--- src/rtl/pwm_capture.sv ---
// pwm_capture: measures period and high time of an asynchronous PWM input in
// clk cycles, and flags a stall when rising edges stop arriving in time.
module pwm_capture #(
  parameter int unsigned COUNTER_WIDTH = 32,
  parameter int unsigned SYNC_STAGES   = 2
) (
  input  logic                     clk,
  input  logic                     rst,
  input  logic                     enable,
  input  logic                     pwm_in,
  input  logic [COUNTER_WIDTH-1:0] timeout_cycles,
  output logic [COUNTER_WIDTH-1:0] period,
  output logic [COUNTER_WIDTH-1:0] high_time,
  output logic                     meas_valid,
  output logic [15:0]              meas_count,
  output logic                     stalled,
  output logic                     stall_level
);

  localparam int unsigned CW = COUNTER_WIDTH;
  localparam int unsigned SW = SYNC_STAGES;
  localparam int unsigned MW = 16;

  localparam logic [CW-1:0] CNT_MAX = {CW{1'b1}};
  localparam logic [CW-1:0] CNT_ONE = CW'(1);

  localparam logic [1:0] ST_IDLE    = 2'd0;
  localparam logic [1:0] ST_ARM     = 2'd1;
  localparam logic [1:0] ST_MEASURE = 2'd2;
  localparam logic [1:0] ST_STALLED = 2'd3;

  logic [SW-1:0] sync_q;
  logic          s_d_q;
  logic          s_in_c;
  logic          rise_c;
  logic          timeout_en_c;

  logic [1:0]    state_q, state_d;
  logic [CW-1:0] period_cnt_q, period_cnt_d;
  logic [CW-1:0] high_cnt_q, high_cnt_d;
  logic [CW-1:0] wait_cnt_q, wait_cnt_d;
  logic [CW-1:0] period_q, period_d;
  logic [CW-1:0] high_time_q, high_time_d;
  logic          meas_valid_q, meas_valid_d;
  logic [MW-1:0] meas_count_q, meas_count_d;
  logic          stalled_q, stalled_d;
  logic          stall_level_q, stall_level_d;

  logic [CW-1:0] period_inc_c;
  logic [CW-1:0] high_inc_c;
  logic [CW-1:0] wait_inc_c;

  assign s_in_c       = sync_q[SW-1];
  assign rise_c       = s_in_c & ~s_d_q;
  assign timeout_en_c = (timeout_cycles != '0);

  // Saturating increments: long gaps pin at all-ones instead of wrapping
  assign period_inc_c = (period_cnt_q == CNT_MAX) ? CNT_MAX : period_cnt_q + CNT_ONE;
  assign high_inc_c   = (high_cnt_q   == CNT_MAX) ? CNT_MAX : high_cnt_q   + CNT_ONE;
  assign wait_inc_c   = (wait_cnt_q   == CNT_MAX) ? CNT_MAX : wait_cnt_q   + CNT_ONE;

  // Input synchronizer chain plus a one-cycle delayed copy for edge detection
  always_ff @(posedge clk) begin
    if (rst) begin
      sync_q <= '0;
      s_d_q  <= 1'b0;
    end else begin
      sync_q <= {sync_q[SW-2:0], pwm_in};
      s_d_q  <= s_in_c;
    end
  end

  // Next-state and measurement update logic
  always_comb begin
    state_d       = state_q;
    period_cnt_d  = period_cnt_q;
    high_cnt_d    = high_cnt_q;
    wait_cnt_d    = wait_cnt_q;
    period_d      = period_q;
    high_time_d   = high_time_q;
    meas_valid_d  = 1'b0;
    meas_count_d  = meas_count_q;
    stalled_d     = stalled_q;
    stall_level_d = stall_level_q;

    if (!enable) begin
      // Disabling drops any partial measurement but keeps the published results
      state_d      = ST_IDLE;
      period_cnt_d = '0;
      high_cnt_d   = '0;
      wait_cnt_d   = '0;
      stalled_d    = 1'b0;
    end else begin
      case (state_q)
        ST_IDLE: begin
          period_cnt_d = '0;
          high_cnt_d   = '0;
          wait_cnt_d   = '0;
          state_d      = ST_ARM;
        end
        ST_ARM: begin
          // First edge only establishes the phase; nothing is published
          if (rise_c) begin
            state_d      = ST_MEASURE;
            period_cnt_d = CNT_ONE;
            high_cnt_d   = CNT_ONE;
            wait_cnt_d   = '0;
          end else if (timeout_en_c && (wait_cnt_q >= timeout_cycles)) begin
            state_d       = ST_STALLED;
            stalled_d     = 1'b1;
            stall_level_d = s_in_c;
          end else begin
            wait_cnt_d = wait_inc_c;
          end
        end
        ST_MEASURE: begin
          // A rise wins over a coincident timeout
          if (rise_c) begin
            period_d     = period_cnt_q;
            high_time_d  = high_cnt_q;
            meas_valid_d = 1'b1;
            meas_count_d = meas_count_q + MW'(1);
            period_cnt_d = CNT_ONE;
            high_cnt_d   = CNT_ONE;
          end else if (timeout_en_c && (period_cnt_q >= timeout_cycles)) begin
            state_d       = ST_STALLED;
            stalled_d     = 1'b1;
            stall_level_d = s_in_c;
          end else begin
            period_cnt_d = period_inc_c;
            if (s_in_c) begin
              high_cnt_d = high_inc_c;
            end
          end
        end
        ST_STALLED: begin
          // Recovery edge restarts the period without publishing it
          if (rise_c) begin
            state_d      = ST_MEASURE;
            stalled_d    = 1'b0;
            period_cnt_d = CNT_ONE;
            high_cnt_d   = CNT_ONE;
          end
        end
        default: begin
          state_d = ST_IDLE;
        end
      endcase
    end
  end

  // State and output registers
  always_ff @(posedge clk) begin
    if (rst) begin
      state_q       <= ST_IDLE;
      period_cnt_q  <= '0;
      high_cnt_q    <= '0;
      wait_cnt_q    <= '0;
      period_q      <= '0;
      high_time_q   <= '0;
      meas_valid_q  <= 1'b0;
      meas_count_q  <= '0;
      stalled_q     <= 1'b0;
      stall_level_q <= 1'b0;
    end else begin
      state_q       <= state_d;
      period_cnt_q  <= period_cnt_d;
      high_cnt_q    <= high_cnt_d;
      wait_cnt_q    <= wait_cnt_d;
      period_q      <= period_d;
      high_time_q   <= high_time_d;
      meas_valid_q  <= meas_valid_d;
      meas_count_q  <= meas_count_d;
      stalled_q     <= stalled_d;
      stall_level_q <= stall_level_d;
    end
  end

  assign period      = period_q;
  assign high_time   = high_time_q;
  assign meas_valid  = meas_valid_q;
  assign meas_count  = meas_count_q;
  assign stalled     = stalled_q;
  assign stall_level = stall_level_q;

endmodule

--- config.mk ---
export PLATFORM = sky130hd
export DESIGN_NAME = pwm_capture
export DESIGN_NICKNAME = d
export VERILOG_FILES = /design/src/rtl/pwm_capture.sv
export SDC_FILE = /design/constraint.sdc
export NUM_CORES = 1
export LEC_CHECK = 0
export BUFFER_PORTS_ARGS = -buffer_cell sky130_fd_sc_hd__buf_2
export CAP_MARGIN = 20
export CORE_ASPECT_RATIO = 0.7
export CORE_MARGIN = 2
export CORE_UTILIZATION = 40
export CTS_BUF_LIST = sky130_fd_sc_hd__clkbuf_4
export DETAILED_ROUTE_END_ITERATION = 10
export PLACE_DENSITY = 0.61
export SLEW_MARGIN = 20
export SYNTH_ARGS = -nofsm -noshare
export SYNTH_HDL_FRONTEND = slang
export SYNTH_SLANG_ARGS = --single-unit
--- constraint.sdc ---
create_clock -name clk -period 7.8 [get_ports clk]
set_input_delay 0 -clock clk [delete_from_list [all_inputs] [get_ports clk]]
set_output_delay 0 -clock clk [all_outputs]
set_load 0.01 [all_outputs]
==> results.yml <==
placement:
  gp_congestion: 0.8913
  dpl_cell_area_um2: 10760
  place_inst: 1630
  port_buffers: 118
  hpwl_um: 21510
pwr:
  comb_power_share: 0.057
  ir_drop_uv: 88.49
  power.internal_uw: 1231
  power_frac_seq: 0.567
  p_sw_frac: 0.2608
  pwr-share-clk: 0.376
  power.leakage_uw: 0.004425
  power.density_nw_per_um2: 149.7
  p_sw_uw: 434.3
synthesis:
  synth_compound_area_frac: 0.2351
  synth-seq-cells: 184
  synth_cells: 1248
  synthesis.nets: 1352
  yosys.area_share.adder: 0.08520
  synth_top_area_cell: "dfxtp_1"
  netlist_area_um2: 9986
  yosys_warnings: 0
  synth_xor_area_frac: 0.01140
  ys_types: 70
  synth_top_family_by_area: "simple AND/OR/NAND/NOR gates"
  synth_seq_area_share: 0.3689
  yosysTopAreaCellShare: 0.3689
  muxShareOfSynthArea: 0.002130
  async_flop_share: 0
  synth_ff_type: "dfxtp_1"
  synth_edf_count: 0
  synth_area_leaders: "dfxtp_1 37%, a21oi_1 8.8%, ha_1 8.5%"
  yosys.area_share.simple: 0.2498
  avgSynthCellArea_um2: 8.001
run_status:
  status: "complete, no violations"
global_route:
  grt_max_degree: 88
  groute.usage.overall: 0.2313
  grt_pass1_vias: 8766
  grt_pass1_wl_um: 47790
  antenna_found_initial: 1
  grt-ovfl-total: 0
timing:
  finalMaxSlewViolations: 0
  finalSetupViolations: 0
  finalSetupTns_ns: 0
  period_needed_ns: 3.618
  skew_ns: 0.03354
  maxSlewHeadroom: 0.2728
  hold_viol: 0
  fmax_mhz: 276.4
  tightest_slew_ns: 1.088
  post-route-period-util: 0.4638
  rsz0062_at_grt: "false"
finish:
  utilization: 0.4530
  num-nets-final: 1430
  mostFrequentLayoutCell: "nand2_1"
  drive_above_1_share: 0.1568
  most-common-layout-cells: "207 x nand2_1, 184 x dfxtp_1, 176 x a21oi_1, 118 x buf_2, 68 x ha_1"
  postLayoutCellArea_um2: 11130
  layout.cells.non_filler: 1665
  syn2layout_area_growth_pct: 11.43
die:
  die_h_um: 136.2
  placeableCoreArea_um2: 24560
  dieArea_um2: 26270
  ioPinCount: 119
  rows: 48
  die_x_um: 192.9
  initial_core_util: 0.4065
cts:
  path_clk_slew_ns: 0.17
  cts_buffers: 17
  cts_resized: 0
  cts_setup_buffers: 0
  htree_levels: 4
  cts_tree: "done"
  clk_latency_ns: 0.62
  cts_sinks: 184
  cts_max_path_buffers: 2
  clockRootBuffer: "clkbuf_4"
route:
  drc: 0
  drtIter0Drc: 731
  routed_wl_um: 30310
  ant_nets: 0
  num_vias: 9850
  dr.pass1.iters: 5
  avgViaCountPerCell: 5.916
  wl_per_cell_um: 18.21
setup_path:
  worstSetupStartpointType: "flop"
  cp-end-kind: "flop"
  worst-endpoint-arrival_ns: 4.14
  crit_type: "flop to flop"
  worstPathMaxFanout: 31
  crit_required_ns: 8.33
run:
  cap_violations: 0
min_path:
  hold_path.class: "input port to flop"
## kinds of logic (layout without fill, tap and decap cells)
logic type | Yosys count | in the layout
AO/OA/AOI/OAI | 367 | 367
XOR/XNOR | 13 | 13
adder cells (fa/ha/maj) | 68 | 68
buffers and inverters | 110 | 201
flip-flops | 184 | 184
multiplexers | 2 | 2
other | 0 | 1
AND/OR/NAND/NOR | 504 | 504
## Yosys cell counts, types with 3 or more instances
cell      count
buf_4         7
buf_1         4
nand4_1      30
nor4_1       13
a21o_1       11
and4_1       10
ha_1         68
nor4b_1       3
xnor2_1       5
nor3_1       41
and3_1       28
xor2_1        8
and2_1        9
dfxtp_1     184
o31ai_1       5
nand2b_1      8
a31oi_1      36
buf_2         9
a41o_1        4
a31o_2        5
buf_6         3
a211oi_1     28
a311oi_1     16
nor4_2        3
nand3_1      53
or3_1         4
inv_1        38
nor3_4        3
a41oi_1      13
o221a_2      12
nand2_1     207
nor2b_1      14
nor2_1       62
o21ai_0      38
a21oi_1     176
clkbuf_1     48
## routing by layer
| metal | vias to the layer above | global-route usage | wire length [um] |
|---|---|---|---|
| met5 | - | 0 | 0 |
| met1 | 4698 | 0.3521 | 15110 |
| met3 | 33 | 0.05292 | 2431 |
| met2 | 364 | 0.3262 | 12380 |
| li1 | 4755 | - | - |
| met4 | 0 | 0.05047 | 387 |
## state kept, by name, indices dropped and copies added, names as in the netlist, 2 cells and up
name / flops
meas_count: 16
period: 32
period_cnt_q: 32
high_cnt_q: 32
sync_q: 2
state_q: 2
high_time: 32
wait_cnt_q: 32
## power groups by stage
stage	registers, uW	logic, uW	clock network [uW]
5_1_grt	946	104	683
6_report	945	94.6	626
4_1_cts	945	93.7	645
2_1_floorplan	963	61.3	0
3_3_place_gp	965	90.5	0
3_5_place_dp	965	92.4	0
## critical path, cell delays in order, from the launching register on
cell       delay (ns)
dfxtp_1          0.48
inv_1            0.11
ha_1             0.28
nand2b_1         0.12
a2111oi_2        0.07
a2111oi_0        0.65
o311ai_2         0.17
a41oi_4          0.45
a31o_2           0.68
nor2_1           0.21
a311oi_1         0.29
## per-stage QoR
step / total power (uW) / setup slack [ns] / hold slack [ns]
3_3_place_gp: 1055 / 4.373 / 0.2195
2_1_floorplan: 1024 / 5.037 / 0.08007
3_5_place_dp: 1057 / 4.254 / 0.2316
6_report: 1665 / 4.182 / 0.06905
5_1_grt: 1733 / 3.832 / 0.1070
4_1_cts: 1683 / 4.218 / 0.06768
## cell type report
cell class	instances	area (um^2)
clock buffers	17	127.6
clock inverters	15	212.7
diodes	1	2.502
inverters	38	142.6
repair buffers	131	693.2
fillers	2499	13440
flip-flops and latches	184	3684
multi-input cells	954	5858
well taps	325	406.6
## what timing repair did
action                                  4_1_cts  5_1_grt
hold buffers                                  2        0
hold endpoints to repair                      2        0
endpoints found under the setup margin        0        0
## worst paths after layout
| path | from | endpoint | slack [ns] | depth (start not counted) |
|---|---|---|---|---|
| setup / recovery | period_cnt_q[0]$_SDFFE_PP0P_ | high_cnt_q[6]$_SDFFE_PP0P_ | 4.18 | 10 |
| hold / removal | rst | sync_q[0]$_SDFF_PP0_ | 0.07 | 3 |
| setup reg to reg | period_cnt_q[0]$_SDFFE_PP0P_ | high_cnt_q[6]$_SDFFE_PP0P_ | 4.18 | 10 |
| hold reg to reg | period[19]$_SDFFE_PP0P_ | period[19]$_SDFFE_PP0P_ | 0.46 | 2 |
(Power assumes the default switching activity.)
